<file path="config.mk">
export PLATFORM = sky130hd
export DESIGN_NAME = ram_fill_engine_flat
export DESIGN_NICKNAME = d
export VERILOG_FILES = /design/src/rtl/ram_fill_engine_if.sv /design/src/rtl/ram_fill_engine.sv /design/src/flat_wrapper.sv
export SDC_FILE = /design/constraint.sdc
export NUM_CORES = 1
export LEC_CHECK = 0
export CORE_MARGIN = 5
export CORE_UTILIZATION = 60
export DETAILED_ROUTE_END_ITERATION = 8
export DONT_BUFFER_PORTS = 1
export PLACE_DENSITY = 0.76
export SYNTH_ARGS = -nofsm -noshare
export SYNTH_HDL_FRONTEND = slang
export SYNTH_SLANG_ARGS = --single-unit
</file>
<file path="constraint.sdc">
create_clock -name clk_cpu -period 3.4 [get_ports clk_cpu]
set_clock_uncertainty 0.1 [all_clocks]
set_input_delay 0.85 -clock clk_cpu [delete_from_list [all_inputs] [get_ports clk_cpu]]
set_output_delay 0.85 -clock clk_cpu [all_outputs]
set_load 0.005 [all_outputs]
</file>
<file path="src/rtl/ram_fill_engine_if.sv">
// Bus bundles for ram_fill_engine: CPU register port and RAM write port.
// ram_fill_engine_if: sel/wren/address/wdata/rdata; ram_fill_ram_if: word-write master.

interface ram_fill_engine_if;
    logic        sel;
    logic [3:0]  wren;
    logic [4:0]  address;
    logic [31:0] wdata;
    logic [31:0] rdata;

    modport master (
        output sel,
        output wren,
        output address,
        output wdata,
        input  rdata
    );

    modport slave (
        input  sel,
        input  wren,
        input  address,
        input  wdata,
        output rdata
    );
endinterface

interface ram_fill_ram_if #(
    parameter int ADDR_W = 24,
    parameter int DATA_W = 32
);
    logic                ram_valid;
    logic [DATA_W/8-1:0] ram_wstrb;
    logic [ADDR_W-1:0]   ram_addr;
    logic [DATA_W-1:0]   ram_wdata;
    logic                ram_ready;

    modport master (
        output ram_valid,
        output ram_wstrb,
        output ram_addr,
        output ram_wdata,
        input  ram_ready
    );

    modport slave (
        input  ram_valid,
        input  ram_wstrb,
        input  ram_addr,
        input  ram_wdata,
        output ram_ready
    );
endinterface

</file>
<file path="src/rtl/ram_fill_engine.sv">
// Memory-fill engine: constant or incrementing-pattern fill of a RAM region.
// Ports: clk_cpu, n_reset (async, active low), regs (register slave port),
// ram (word-write master), irq (only when RAM_FILL_IRQ_EN is defined; = DONE).
// Registers: 0x00 CTRL, 0x04 BASE, 0x08 COUNT, 0x0C PATTERN, 0x10 INCR,
// 0x14 REMAIN (read-only).

module ram_fill_engine #(
    parameter int ADDR_W = 24,
    parameter int DATA_W = 32,
    parameter int CNT_W  = 16
) (
    input  logic              clk_cpu,
    input  logic              n_reset,
    ram_fill_engine_if.slave  regs,
    ram_fill_ram_if.master    ram
`ifdef RAM_FILL_IRQ_EN
    ,
    output logic              irq
`endif
);

    localparam int BYTES = DATA_W / 8;
    localparam int LANES = DATA_W / 32;

    typedef enum logic {
        S_IDLE,
        S_RUN
    } state_e;

    // Byte-strobe merge of a register write.
    function automatic logic [31:0] merge(
        input logic [31:0] old_v,
        input logic [31:0] new_v,
        input logic [3:0]  be
    );
        logic [31:0] r;
        r = old_v;
        for (int b = 0; b < 4; b++) begin
            if (be[b]) r[b*8 +: 8] = new_v[b*8 +: 8];
        end
        return r;
    endfunction

    // Low address bits below the beat size are forced to zero.
    localparam logic [ADDR_W-1:0] BASE_MASK = ~ADDR_W'(BYTES - 1);

    state_e            state_q, state_d;

    logic [ADDR_W-1:0] base_q, base_d;
    logic [CNT_W-1:0]  count_q, count_d;
    logic [31:0]       pat_q, pat_d;
    logic [31:0]       incr_q, incr_d;
    logic              mode_q, mode_d;

    logic [ADDR_W-1:0] waddr_q, waddr_d;
    logic [CNT_W-1:0]  remain_q, remain_d;
    logic [31:0]       wpat_q, wpat_d;
    logic [31:0]       wincr_q, wincr_d;

    logic              done_q, done_d;
    logic              aborted_q, aborted_d;
    logic [31:0]       rdata_q, rdata_d;

    logic              wr;
    logic              rd;
    logic              ctrl_b0;
    logic              start;
    logic              abort;
    logic              dclr;
    logic              busy;
    logic [31:0]       step;
    logic [DATA_W-1:0] beat;

    assign wr      = regs.sel && (regs.wren != 4'b0000);
    assign rd      = regs.sel && (regs.wren == 4'b0000);
    assign ctrl_b0 = wr && (regs.address == 5'h00) && regs.wren[0];
    assign start   = ctrl_b0 && regs.wdata[0];
    assign abort   = ctrl_b0 && regs.wdata[3];
    assign dclr    = ctrl_b0 && regs.wdata[4];
    assign busy    = (state_q == S_RUN);

    // Pattern advance per beat covers every 32-bit lane of the beat.
    assign step = 32'(LANES) * wincr_q;

    always_comb begin
        beat = '0;
        for (int i = 0; i < LANES; i++) begin
            beat[i*32 +: 32] = wpat_q + 32'(i) * wincr_q;
        end
    end

    always_comb begin
        state_d   = state_q;
        base_d    = base_q;
        count_d   = count_q;
        pat_d     = pat_q;
        incr_d    = incr_q;
        mode_d    = mode_q;
        waddr_d   = waddr_q;
        remain_d  = remain_q;
        wpat_d    = wpat_q;
        wincr_d   = wincr_q;
        done_d    = done_q;
        aborted_d = aborted_q;

        if (wr) begin
            case (regs.address)
                5'h04: base_d = ADDR_W'(merge(32'(base_q), regs.wdata,
                                              regs.wren)) & BASE_MASK;
                5'h08: count_d = CNT_W'(merge(32'(count_q), regs.wdata,
                                              regs.wren));
                5'h0C: pat_d = merge(pat_q, regs.wdata, regs.wren);
                5'h10: incr_d = merge(incr_q, regs.wdata, regs.wren);
                default: ;
            endcase
        end

        if (ctrl_b0) mode_d = regs.wdata[1];

        // Clear first so a start or completion in the same cycle wins.
        if (dclr) begin
            done_d    = 1'b0;
            aborted_d = 1'b0;
        end

        case (state_q)
            S_IDLE: begin
                if (start) begin
                    if (count_q != '0) begin
                        state_d  = S_RUN;
                        waddr_d  = base_q;
                        remain_d = count_q;
                        wpat_d   = pat_q;
                        // Constant mode is an increment of zero.
                        wincr_d  = mode_d ? incr_q : 32'h0;
                    end else begin
                        done_d   = 1'b1;
                        remain_d = '0;
                    end
                end
            end
            S_RUN: begin
                if (ram.ram_ready) begin
                    waddr_d  = waddr_q + ADDR_W'(BYTES);
                    remain_d = remain_q - CNT_W'(1);
                    wpat_d   = wpat_q + step;
                    if (remain_q == CNT_W'(1)) begin
                        state_d = S_IDLE;
                        done_d  = 1'b1;
                    end
                end
                if (abort) begin
                    state_d   = S_IDLE;
                    done_d    = 1'b1;
                    aborted_d = 1'b1;
                end
            end
            default: state_d = S_IDLE;
        endcase
    end

    always_comb begin
        rdata_d = rdata_q;
        if (rd) begin
            case (regs.address)
                5'h00: rdata_d = {26'b0, aborted_q, 2'b00,
                                  done_q, mode_q, busy};
                5'h04: rdata_d = 32'(base_q);
                5'h08: rdata_d = 32'(count_q);
                5'h0C: rdata_d = pat_q;
                5'h10: rdata_d = incr_q;
                5'h14: rdata_d = 32'(remain_q);
                default: rdata_d = 32'h0;
            endcase
        end
    end

    always_ff @(posedge clk_cpu or negedge n_reset) begin
        if (!n_reset) begin
            state_q   <= S_IDLE;
            base_q    <= '0;
            count_q   <= '0;
            pat_q     <= '0;
            incr_q    <= '0;
            mode_q    <= 1'b0;
            waddr_q   <= '0;
            remain_q  <= '0;
            wpat_q    <= '0;
            wincr_q   <= '0;
            done_q    <= 1'b0;
            aborted_q <= 1'b0;
            rdata_q   <= '0;
        end else begin
            state_q   <= state_d;
            base_q    <= base_d;
            count_q   <= count_d;
            pat_q     <= pat_d;
            incr_q    <= incr_d;
            mode_q    <= mode_d;
            waddr_q   <= waddr_d;
            remain_q  <= remain_d;
            wpat_q    <= wpat_d;
            wincr_q   <= wincr_d;
            done_q    <= done_d;
            aborted_q <= aborted_d;
            rdata_q   <= rdata_d;
        end
    end

    assign regs.rdata    = rdata_q;
    assign ram.ram_valid = busy;
    assign ram.ram_wstrb = busy ? '1 : '0;
    assign ram.ram_addr  = waddr_q;
    assign ram.ram_wdata = beat;

`ifdef RAM_FILL_IRQ_EN
    assign irq = done_q;
`endif

endmodule
</file>
<file path="src/flat_wrapper.sv">
// flat-port wrapper written by rule: the top's interface ports become plain ports
module ram_fill_engine_flat 
#(
    parameter int ADDR_W = 24,
    parameter int DATA_W = 32,
    parameter int CNT_W  = 16
)
  (clk_cpu, n_reset, regs_sel, regs_wren, regs_address, regs_wdata, regs_rdata, ram_ram_valid, ram_ram_wstrb, ram_ram_addr, ram_ram_wdata, ram_ram_ready);
  ram_fill_engine_if regs_i ();
  ram_fill_ram_if #(.ADDR_W(ADDR_W), .DATA_W(DATA_W)) ram_i ();
  input  logic clk_cpu;
  input  logic n_reset;
  input wire logic [$bits(regs_i.sel)-1:0] regs_sel;
  input wire logic [$bits(regs_i.wren)-1:0] regs_wren;
  input wire logic [$bits(regs_i.address)-1:0] regs_address;
  input wire logic [$bits(regs_i.wdata)-1:0] regs_wdata;
  output wire logic [$bits(regs_i.rdata)-1:0] regs_rdata;
  output wire logic [$bits(ram_i.ram_valid)-1:0] ram_ram_valid;
  output wire logic [$bits(ram_i.ram_wstrb)-1:0] ram_ram_wstrb;
  output wire logic [$bits(ram_i.ram_addr)-1:0] ram_ram_addr;
  output wire logic [$bits(ram_i.ram_wdata)-1:0] ram_ram_wdata;
  input wire logic [$bits(ram_i.ram_ready)-1:0] ram_ram_ready;
  assign regs_i.sel = regs_sel;
  assign regs_i.wren = regs_wren;
  assign regs_i.address = regs_address;
  assign regs_i.wdata = regs_wdata;
  assign regs_rdata = regs_i.rdata;
  assign ram_ram_valid = ram_i.ram_valid;
  assign ram_ram_wstrb = ram_i.ram_wstrb;
  assign ram_ram_addr = ram_i.ram_addr;
  assign ram_ram_wdata = ram_i.ram_wdata;
  assign ram_i.ram_ready = ram_ram_ready;
  ram_fill_engine #(.ADDR_W(ADDR_W), .DATA_W(DATA_W), .CNT_W(CNT_W)) u_core (.clk_cpu(clk_cpu), .n_reset(n_reset), .regs(regs_i), .ram(ram_i));
endmodule
</file>
==> impl_summary.md, run 1 <==
Status
The run finished, with violations left. The checks that failed: hold timing.

Synthesis
In this run, synthesis produced a sequential element count of 240. Of the synthesized area, sequential elements account for 0.4827. The async set-or-reset flop fraction in the synthesized netlist is 1.000.

The Yosys warning count is 0. Counting flops with a built-in enable in the synthesized netlist gives 0. The netlist uses 64 different library cells. The synthesized area divided by synthesized cell count is around 10 µm².

Synthesis produced 1,195 cells. The most frequently used flop master after synthesis is sky130_fd_sc_hd__dfrtp_1. The summed instance area of the synthesized netlist is ~12,000 µm².

Floorplanning
In this run the standard cell core region covers approximately 20,000 µm². The die is 154.0 µm tall. The floorplan row count is 52.

The effective utilization at floorplan is 0.6130. The total die area is between 20,000 and 25,000 µm². The boundary pin count is between 100 and 150.

The die outline width is between 150 and 200 µm.

STA
The final hold violation count is 66. Headroom to the max-slew limit came out at 0.2737. The setup TNS is 0 ns.

The slew at the pin closest to its max-slew limit is about 1.1 ns. The final-report max-slew violation count is 0. The maximum frequency from static timing analysis is 0.3173 GHz. Setup slack closes at 0.2481 ns.

Setup repair after global routing left no endpoint under its margin. The number of failing setup endpoints in the final timing report is 0. The time the worst path needs with I/O delays and setup is roughly 3.2 ns. Hold timing on the final database bottoms out at a slack of -0.08719 ns.

The share of the clock period used by the worst path is 0.9270.

Routing
The first-pass detailed-route iteration total is 6. The number of design rule violations left after detail routing is 0. The routed wire length is 35,480 µm.

The routed wire length per instance is roughly 24 µm. After the first detailed-routing iteration, the DRC count stood at about 1,200. Detailed routing inserted a total of around 9,900 vias. Using the TritonRoute via totals, the vias-per-cell ratio works out to just under 7. The number of routed nets with antenna violations is 0.

Critical path
For the worst setup path, the data arrival time is around 3.5 ns. The startpoint type of the worst setup path is a flop. The required time of the worst setup path is 3.76 ns. In this run the worst path has a maximum fanout of 3. The type of the worst setup path is flop to flop. STA classifies the critical path endpoint as a flop. The cell depth of the worst flop-to-flop path is 10.

Clock tree
TritonCTS built the clock tree. The number of setup buffers added after CTS is 0. The clock root buffer is sky130_fd_sc_hd__clkbuf_16.

The TritonCTS sink count is 240. The number of H-tree levels is 1. The buffer depth of the longest clock path is 3.

The number of resized instances in the post-cts repair step is 0. TritonCTS created 26 clock buffers. At the later pin of the worst-skew pair, clock insertion delay measures 0.55 ns.

The clock transition at the register clock pins on the worst setup and hold paths after CTS is about 0.06 ns.

Placed design
Before CTS, the worst setup slack after placement is about 0.33 ns. The number of port buffers is 0. The estimated wirelength of the detail-placed design is 24,590 µm. The placer's final routability congestion estimate is around 1.

GRT
After global routing the overflow that remains totals 0. The overall fraction of global-route tracks in use is 0.2915. The number of antenna violations at the first check in global routing is 0.

Entering global routing, the biggest net connects about 240 pins. The first-pass GRT wire length is 55,970 µm. The via count of the first global-routing pass was a little under 10,000.

Layout
The most common cell after layout, fill and taps aside is sky130_fd_sc_hd__dfrtp_1. Compared with the post-synthesis result, the final layout area differs by 8.567%. The library cells used most frequently in the layout, excluding fill and tap cells, are sky130_fd_sc_hd__dfrtp_1, sky130_fd_sc_hd__mux2_2, sky130_fd_sc_hd__nand2_1. The layout cell share with drive strength beyond 1 is 0.1575. The number of inserted diodes is 0. The final net count is 1,241.

Min path
The path type of the worst min-delay path is input port to async pin.

Flow run
The number of max-cap violations is 0.

Pwr
The cell leakage power is 6.112 nW. The power per standard cell area is ~630 nW/µm². VDD sags by at most between 0.4 and 0.5 mV.
==> final cells by class <==
class	instances	area (µm²)
clock buffer	36	738.2
clock inverter	12	191.4
fill	1587	6790
inverter	11	41.29
multi-input combinational	862	6028
sequential	240	6010
tap	270	337.8
timing repair buffer	20	162.7
==> worst max-delay path, cell delays in order, from the launching register on <==
cell and delay [ns]:
sky130_fd_sc_hd__dfrtp_1 0.41, sky130_fd_sc_hd__ha_1 0.25, sky130_fd_sc_hd__fa_1 0.41, sky130_fd_sc_hd__a21o_1 0.23, sky130_fd_sc_hd__a31oi_1 0.31, sky130_fd_sc_hd__nor3_1 0.14
sky130_fd_sc_hd__o21a_1 0.23, sky130_fd_sc_hd__o31ai_1 0.45, sky130_fd_sc_hd__nor3_1 0.12, sky130_fd_sc_hd__o31a_1 0.29, sky130_fd_sc_hd__a21oi_1 0.13
==> worst paths after layout <==
path	start	end	slack (ns)
max	u_core.wpat_q[0]	u_core.wpat_q[28]	0.25
min	n_reset	u_core.wpat_q[1]	-0.09
max reg2reg	u_core.wpat_q[0]	u_core.wpat_q[28]	0.25
min reg2reg	u_core.aborted_q	u_core.aborted_q	0.39
max in group asynchronous	n_reset	u_core.ram.ram_valid	2.68
min in group clk_cpu	regs_wdata[6]	u_core.count_q[6]	0.34
==> power by group <==
| part | total [W] | switching (W) | internal [W] | leakage, nW |
|---|---|---|---|---|
| Clock | 0.00303 | 0.00119 | 0.00183 | 0.460 |
| Combinational | 0.00140 | 0.000746 | 0.000650 | 2.47 |
| Sequential | 0.00414 | 0.000784 | 0.00336 | 3.18 |
==> per-stage QoR <==
| stage | std cells | total power (W) | hold slack (ns) | utilization | area [µm²] |
|---|---|---|---|---|---|
| floorplan | 1196 | 0.005029 | 0.3372 | - | 12450 |
| global placement | 1403 | 0.005465 | 0.3646 | 0.6197 | 12580 |
| detailed placement | 1403 | 0.005538 | 0.3691 | 0.6197 | 12580 |
| CTS | 1451 | 0.008551 | -0.1014 | 0.6655 | 13510 |
| global route | 1451 | 0.008947 | -0.1140 | 0.6655 | 13510 |
| finish | 1451 | 0.008564 | -0.08719 | 0.6655 | 13510 |
==> registers in the layout, indices dropped and copies added, names as in the netlist <==
register,cells
u_core.wincr_q,32
u_core.wpat_q,32
u_core.ram.ram_addr,22
u_core.remain_q,16
u_core.ram.ram_valid,1
u_core.pat_q,32
u_core.done_q,1
u_core.base_q,22
u_core.incr_q,32
u_core.mode_q,1
u_core.regs.rdata,32
u_core.aborted_q,1
u_core.count_q,16
==> metal layers <==
metal / up-vias / global-route usage / wire, µm
met4: 0 / 0.07780 / 942
met5: - / 0 / 0
met2: 504 / 0.4490 / 16070
li1: 4425 / - / -
met3: 67 / 0.06802 / 3726
met1: 4931 / 0.4191 / 14740
==> cell usage after synthesis (5+ instances only) <==
| cell | n | area (µm²) |
|---|---|---|
| sky130_fd_sc_hd__a222oi_1 | 22 | 220.2 |
| sky130_fd_sc_hd__buf_1 | 5 | 18.77 |
| sky130_fd_sc_hd__buf_2 | 15 | 75.07 |
| sky130_fd_sc_hd__nor4_1 | 9 | 56.30 |
| sky130_fd_sc_hd__and3_1 | 30 | 187.7 |
| sky130_fd_sc_hd__ha_1 | 34 | 425.4 |
| sky130_fd_sc_hd__o21a_1 | 7 | 52.55 |
| sky130_fd_sc_hd__a22oi_1 | 31 | 232.7 |
| sky130_fd_sc_hd__mux2_2 | 107 | 1205 |
| sky130_fd_sc_hd__nand4_1 | 8 | 50.05 |
| sky130_fd_sc_hd__xnor2_1 | 14 | 122.6 |
| sky130_fd_sc_hd__nand2b_1 | 5 | 31.28 |
| sky130_fd_sc_hd__nor2_1 | 47 | 176.4 |
| sky130_fd_sc_hd__clkbuf_1 | 51 | 191.4 |
| sky130_fd_sc_hd__xor2_1 | 11 | 96.34 |
| sky130_fd_sc_hd__a31oi_1 | 10 | 62.56 |
| sky130_fd_sc_hd__buf_4 | 11 | 82.58 |
| sky130_fd_sc_hd__a22o_1 | 49 | 429.2 |
| sky130_fd_sc_hd__o21ai_0 | 97 | 485.5 |
| sky130_fd_sc_hd__nand2_1 | 104 | 390.4 |
| sky130_fd_sc_hd__a211oi_1 | 11 | 82.58 |
| sky130_fd_sc_hd__dfrtp_1 | 240 | 6006 |
| sky130_fd_sc_hd__nand3_1 | 42 | 210.2 |
| sky130_fd_sc_hd__nor3_1 | 17 | 85.08 |
| sky130_fd_sc_hd__inv_1 | 11 | 41.29 |
| sky130_fd_sc_hd__o22ai_1 | 18 | 112.6 |
| sky130_fd_sc_hd__a21o_1 | 16 | 120.1 |
| sky130_fd_sc_hd__o211ai_1 | 7 | 52.55 |
| sky130_fd_sc_hd__and2_1 | 8 | 50.05 |
| sky130_fd_sc_hd__mux2i_1 | 13 | 130.1 |
| sky130_fd_sc_hd__a21oi_1 | 84 | 420.4 |
==> kinds of logic after synthesis <==
logic type               after synthesis  synth area share
multiplexers                         120            0.1073
flip-flops                           240            0.4827
buffers and inverters                 94           0.03379
AO/OA/AOI/OAI                        383            0.2037
other                                  1         0.0003014
adder cells (fa/ha/maj)               35           0.03580
AND/OR/NAND/NOR                      297            0.1189
XOR/XNOR                              25           0.01760
Note: power is estimated with default switching activity, not from simulation.
==> inputs of run 2 (changes only) <==
--- a/config.mk
+++ b/config.mk
@@ -10,6 +10,7 @@
 export DETAILED_ROUTE_END_ITERATION = 8
 export DONT_BUFFER_PORTS = 1
 export PLACE_DENSITY = 0.76
+export SKIP_CTS_REPAIR_TIMING = 1
 export SYNTH_ARGS = -nofsm -noshare
 export SYNTH_HDL_FRONTEND = slang
 export SYNTH_SLANG_ARGS = --single-unit
==> results of run 2 <==
No change in the layout: final DEF, timing and power equal those of run 1.
